$ cat src/rtl/phase_defs.sv
`default_nettype none
// ============================================================================
//  Module   : phase_defs (package)
//  Brief    : Machine-phase codes, error codes and tracker FSM states shared
//             by the phase tracker and its watchdog.
//  Revision : 1.0  initial release
// ============================================================================
package phase_defs;

    localparam int PHASE_W = 4;

    localparam logic [PHASE_W-1:0] STATE_INIT    = 4'd0;
    localparam logic [PHASE_W-1:0] STATE_FETCH   = 4'd1;
    localparam logic [PHASE_W-1:0] STATE_DECODE  = 4'd2;
    localparam logic [PHASE_W-1:0] STATE_EXECUTE = 4'd3;
    localparam logic [PHASE_W-1:0] STATE_WRITE   = 4'd4;

    localparam logic [1:0] ERR_NONE    = 2'd0;
    localparam logic [1:0] ERR_ILLEGAL = 2'd1;
    localparam logic [1:0] ERR_ORDER   = 2'd2;
    localparam logic [1:0] ERR_WDOG    = 2'd3;

    typedef enum logic [1:0] {
        FSM_SYNC  = 2'd0,
        FSM_TRACK = 2'd1,
        FSM_ERROR = 2'd2
    } fsm_t;

    // Successor in the instruction cycle; INIT and illegal codes map to FETCH.
    function automatic logic [PHASE_W-1:0] next_phase(input logic [PHASE_W-1:0] p);
        logic [PHASE_W-1:0] n;
        case (p)
            STATE_FETCH:   n = STATE_DECODE;
            STATE_DECODE:  n = STATE_EXECUTE;
            STATE_EXECUTE: n = STATE_WRITE;
            default:       n = STATE_FETCH;
        endcase
        return n;
    endfunction

endpackage
`default_nettype wire

$ cat src/rtl/phase_watchdog.sv
`default_nettype none
// ============================================================================
//  Module   : phase_watchdog
//  Brief    : Counts consecutive hold cycles of one phase and flags expiry
//             when the count would reach HOLD_MAX.
//  Revision : 1.0  initial release
// ============================================================================
module phase_watchdog #(
    parameter int HOLD_MAX = 8
) (
    input  logic clk,
    input  logic rst,
    input  logic hold_i,
    output logic expire_o
);

    logic [7:0] hold_cnt_q;
    logic [7:0] hold_cnt_d;

    // Any non-hold cycle (phase entry, sync, error) restarts the count.
    always_comb begin
        hold_cnt_d = 8'd0;
        if (hold_i) begin
            hold_cnt_d = hold_cnt_q + 8'd1;
        end
    end

    assign expire_o = hold_i && (hold_cnt_q == 8'(HOLD_MAX - 1));

    always_ff @(posedge clk) begin
        if (rst) begin
            hold_cnt_q <= 8'd0;
        end else begin
            hold_cnt_q <= hold_cnt_d;
        end
    end

endmodule
`default_nettype wire

$ cat src/rtl/phase_tracker.sv
`default_nettype none
// ============================================================================
//  Module   : phase_tracker
//  Brief    : Consumer of the machine-phase bus: entry strobes, order check,
//             stall watchdog and retired-instruction counter.
//  Revision : 1.0  initial release
// ============================================================================
module phase_tracker
    import phase_defs::*;
#(
    parameter int HOLD_MAX = 8,
    parameter int CNT_W    = 16
) (
    input  logic               clk,
    input  logic               rst,
    input  logic [PHASE_W-1:0] state,
    input  logic               err_clr,
    output logic               fetch_stb,
    output logic               decode_stb,
    output logic               exec_stb,
    output logic               write_stb,
    output logic               in_sync,
    output logic               err,
    output logic [1:0]         err_code,
    output logic [CNT_W-1:0]   retired
);

    logic [PHASE_W-1:0] state_q;
    logic               err_clr_q;
    fsm_t               fsm_q, fsm_d;
    logic [PHASE_W-1:0] prev_q, prev_d;
    logic [3:0]         stb_q, stb_d;
    logic               in_sync_q;
    logic               err_q;
    logic [1:0]         err_code_q, err_code_d;
    logic [CNT_W-1:0]   retired_q, retired_d;

    logic w_legal;
    logic w_hold;
    logic w_expire;

    assign w_legal = (state_q <= STATE_WRITE);
    assign w_hold  = (fsm_q == FSM_TRACK) && (state_q == prev_q);

    phase_watchdog #(
        .HOLD_MAX (HOLD_MAX)
    ) u_watchdog (
        .clk      (clk),
        .rst      (rst),
        .hold_i   (w_hold),
        .expire_o (w_expire)
    );

    always_comb begin
        fsm_d      = fsm_q;
        prev_d     = prev_q;
        stb_d      = 4'b0000;
        err_code_d = err_code_q;
        retired_d  = retired_q;

        case (fsm_q)
            FSM_SYNC: begin
                if (!w_legal) begin
                    fsm_d      = FSM_ERROR;
                    err_code_d = ERR_ILLEGAL;
                end else if (state_q == STATE_FETCH) begin
                    fsm_d    = FSM_TRACK;
                    prev_d   = STATE_FETCH;
                    stb_d[0] = 1'b1;
                end
            end

            FSM_TRACK: begin
                if (!w_legal) begin
                    fsm_d      = FSM_ERROR;
                    err_code_d = ERR_ILLEGAL;
                end else if (state_q == prev_q) begin
                    if (w_expire) begin
                        fsm_d      = FSM_ERROR;
                        err_code_d = ERR_WDOG;
                    end
                end else if (state_q == next_phase(prev_q)) begin
                    prev_d = state_q;
                    case (state_q)
                        STATE_FETCH:   stb_d[0] = 1'b1;
                        STATE_DECODE:  stb_d[1] = 1'b1;
                        STATE_EXECUTE: stb_d[2] = 1'b1;
                        STATE_WRITE:   stb_d[3] = 1'b1;
                        default:       stb_d    = 4'b0000;
                    endcase
                    if (prev_q == STATE_WRITE) begin
                        retired_d = retired_q + CNT_W'(1);
                    end
                end else begin
                    // Skips, backward steps and a re-INIT all land here.
                    fsm_d      = FSM_ERROR;
                    err_code_d = ERR_ORDER;
                end
            end

            FSM_ERROR: begin
                // A fresh illegal code in the clear cycle keeps the error.
                if (err_clr_q && w_legal) begin
                    fsm_d      = FSM_SYNC;
                    prev_d     = STATE_INIT;
                    err_code_d = ERR_NONE;
                end
            end

            default: begin
                fsm_d = FSM_SYNC;
            end
        endcase
    end

    always_ff @(posedge clk) begin
        if (rst) begin
            state_q    <= STATE_INIT;
            err_clr_q  <= 1'b0;
            fsm_q      <= FSM_SYNC;
            prev_q     <= STATE_INIT;
            stb_q      <= 4'b0000;
            in_sync_q  <= 1'b0;
            err_q      <= 1'b0;
            err_code_q <= ERR_NONE;
            retired_q  <= '0;
        end else begin
            state_q    <= state;
            err_clr_q  <= err_clr;
            fsm_q      <= fsm_d;
            prev_q     <= prev_d;
            stb_q      <= stb_d;
            in_sync_q  <= (fsm_d == FSM_TRACK);
            err_q      <= (fsm_d == FSM_ERROR);
            err_code_q <= err_code_d;
            retired_q  <= retired_d;
        end
    end

    assign fetch_stb  = stb_q[0];
    assign decode_stb = stb_q[1];
    assign exec_stb   = stb_q[2];
    assign write_stb  = stb_q[3];
    assign in_sync    = in_sync_q;
    assign err        = err_q;
    assign err_code   = err_code_q;
    assign retired    = retired_q;

endmodule
`default_nettype wire
$ cat config.mk
export PLATFORM = sky130hd
export DESIGN_NAME = phase_tracker
export DESIGN_NICKNAME = d
export VERILOG_FILES = /design/src/rtl/phase_defs.sv /design/src/rtl/phase_watchdog.sv /design/src/rtl/phase_tracker.sv
export SDC_FILE = /design/constraint.sdc
export NUM_CORES = 1
export LEC_CHECK = 0
export BUFFER_PORTS_ARGS = -buffer_cell sky130_fd_sc_hd__buf_2
export CAP_MARGIN = 20
export CORE_MARGIN = 3
export CORE_UTILIZATION = 45
export DETAILED_ROUTE_END_ITERATION = 16
export GPL_ROUTABILITY_DRIVEN = 1
export PLACE_DENSITY = 0.68
export REMOVE_ABC_BUFFERS = 1
export SLEW_MARGIN = 0
export SYNTH_ARGS = -nofsm -noshare
export SYNTH_HDL_FRONTEND = slang
export SYNTH_SLANG_ARGS = --single-unit
$ cat constraint.sdc
create_clock -name clk -period 2.75 [get_ports clk]
set_input_delay 0.55 -clock clk [delete_from_list [all_inputs] [get_ports clk]]
set_output_delay 0.55 -clock clk [all_outputs]
set_load 0.01 [all_outputs]
==> metrics.txt <==
worst r2r path cells=7; worst min-delay path class=in -> reg; WS Path Type=reg -> reg; Num CTS Buffers=5; total global routing track utilization=0.156; mean number of vias per cell=5.21; Worst Path Arrival=2580 ps; post-CTS sizing=0; Power, Total=1.35 mW; pin count of the biggest net entering global routing=53; DRC viols=0; Sw Pwr=0.343 mW; die area=5960 µm²; starting density of the core=0.474; Antenna Cells=0; CP endpoint kind=flip-flop; asr flop ratio synth=0; Post-DRT Antenna Nets=0; drt pass-1 iters=4; Req. time, crit path=2940 ps; Crit path depth=7; largest area contributor in the netlist=dfxtp_1; clock sink count=between 40 and 50; Seq/Total Area, Yosys=0.377; CTS max path bufs=2; Max stage delay cell, worst path=ha_1; worst-path cell chain=inv_1 > ha_1 > nor2b_1 > and2_1 > nand2_1 > nor3b_2 > mux2_1; main flop type after synthesis=dfxtp_1; post-route cell area=2580 µm²; combinational share of power=0.126; clk root buf=clkbuf_8; count leader, synth=dfxtp_1; GPL Wtd Cong=0.803; Mapped Area=2280 µm²; H-Tree Depth=2; placed cell areas=2460 µm²; Worst-path clk slew=90 ps; min Tclk post-route=2390 ps; Setup Skew=7.51 ps; part of the cycle the worst path needs=0.871; top post-synthesis cells by area=dfxtp_1 38%, mux2_1 5.4%, nor2b_1 4.9%; Int Power=1.00 mW; Avg Inst Size Synth=9.05 µm²; vias=1797; total wire length=4380 µm; Syn. warnings=0; global-route wire length before repair=7670 µm; hold path cells=2; clk_lat worst skew=about 300 ps; sequential fraction of design power=0.491; post-CTS setup buffer count=0; worst slew pin tran=845 ps; grt met2 use=0.245; Netlist cell types=52; met3 Use GR=0.0364; cell family with most CP delay=simple AND/OR/NAND/NOR gates; Hold Buf Count CTS=0; Port-buffer cells=30; Pleak=1.04 nW; sw frac=0.255; Area growth, synth to finish=12.9%; M1 GR Usage=0.209; Final Hold Vio Count=0; TritonCTS clock tree=yes; initial antenna violation count=0; Synth top area share=0.377; crit path buf inv count=1; Post-synth EDFFs=0; I/O pins=31; most frequent cells after synthesis=43 x dfxtp_1, 28 x nor2_1, 18 x nor2b_1; die height=77.2 µm; share of cells above drive strength 1=0.183; worst-path maximum fanout=12; vias in the first global route=1671; FP Rows=25; Max Fclk=0.418 GHz; busiest grt layer=met2; Pwr Density=523 nW/µm²; Max-cap violations=0; # setup viols final=0; Crit path largest cell delay=410 ps; VDD IR-drop max=0.327 mV; Avg WL per Cell=12.7 µm; status=finished, final reports clean; Max Transition Viols Final=0; HPWL after DPL=approximately 3100 µm; Cells after Synth=252; setup_tns=0 ps; Worst slew margin=0.437; Critical Path Source Type=flip-flop; core box area=4820 µm²; Die W=77.2 µm; Net count, final=290; Clk pwr share=0.383; RSZ-0062 raised after global routing=no; #FFs+latches synth=43; Starting DRT DRC Count=110; grt ovf=0
-- worst paths after layout --
path	from	to	slack [ps]
worst max-delay path	fsm_q[1]	retired[0]	360
worst min-delay path	state[1]	state_q[1]	460
worst max register to register	fsm_q[1]	retired[0]	360
worst min register to register	err_code[1]	err_code[1]	480
-- layout by cell type (no fill, tap or decap), drive strengths merged, types with 4 or more instances in the layout --
cell    synthesis  layout
nand2          11      11
inv             9       9
a21oi           5       5
nor3b           5       5
xor2            5       5
nor3           10      10
nand4           4       4
o21ai           6       6
and3            5       5
and4            4       4
o31ai           4       4
nor2b          18      18
mux2i           6       6
xnor2           6       6
nand3          10      10
clkbuf         11       6
nor2           28      28
nand2b          7       7
ha              6       6
mux2           11      11
dfxtp          43      43
buf             2      31
nand3b          5       5
-- cell families after synthesis --
| logic type | share of synthesized area |
|---|---|
| AOI/OAI and AO/OA | 0.0916 |
| xor gates and xnor gates | 0.0422 |
| adders and majority gates | 0.0329 |
| buffers and inverters | 0.0428 |
| DFF | 0.377 |
| muxes | 0.0806 |
| and+or+nand+nor | 0.332 |
-- state kept, by name, summed over array words and instances (netlist names), 2 cells and up --
| name | cells |
|---|---|
| prev_q | 4 |
| state_q | 4 |
| fsm_q | 2 |
| err_code | 2 |
| stb_q | 4 |
| u_watchdog.hold_cnt_q | 8 |
| retired | 16 |
-- layout make-up --
| cell class | count | area, µm² |
|---|---|---|
| Fill cell | 469 | 2240 |
| Multi-Input combinational cell | 187 | 1320 |
| Sequential cell | 43 | 861 |
| Timing Repair Buffer | 31 | 158 |
| Tap cell | 67 | 83.8 |
| Clock buffer | 6 | 82.6 |
| Clock inverter | 2 | 35.0 |
| Inverter | 9 | 33.8 |
-- power by group through the flow --
stage               sequential [mW]  clock (mW)  combinational [mW]
floorplan                     0.674           0               0.120
global placement              0.675           0               0.168
detailed placement            0.676           0               0.169
CTS                           0.661       0.523               0.170
global route                  0.664       0.558               0.188
finish                        0.661       0.516               0.170
-- per-layer routing --
metal	wire length, µm	part of all wire
met1	2200	0.50
met5	0	0
met2	1960	0.45
met4	62	0.014
met3	159	0.036
-- metrics by stage --
step | util | worst slack, ps | std cells | hold WS (ps)
after floorplan | - | 670 | 239 | 438
after global placement | 0.510 | 457 | 337 | 460
after detailed placement | 0.510 | 376 | 337 | 464
after CTS | 0.535 | 352 | 345 | 453
after global routing | 0.535 | 137 | 345 | 449
final | 0.535 | 355 | 345 | 456
Power figures use the tool's default switching activity.
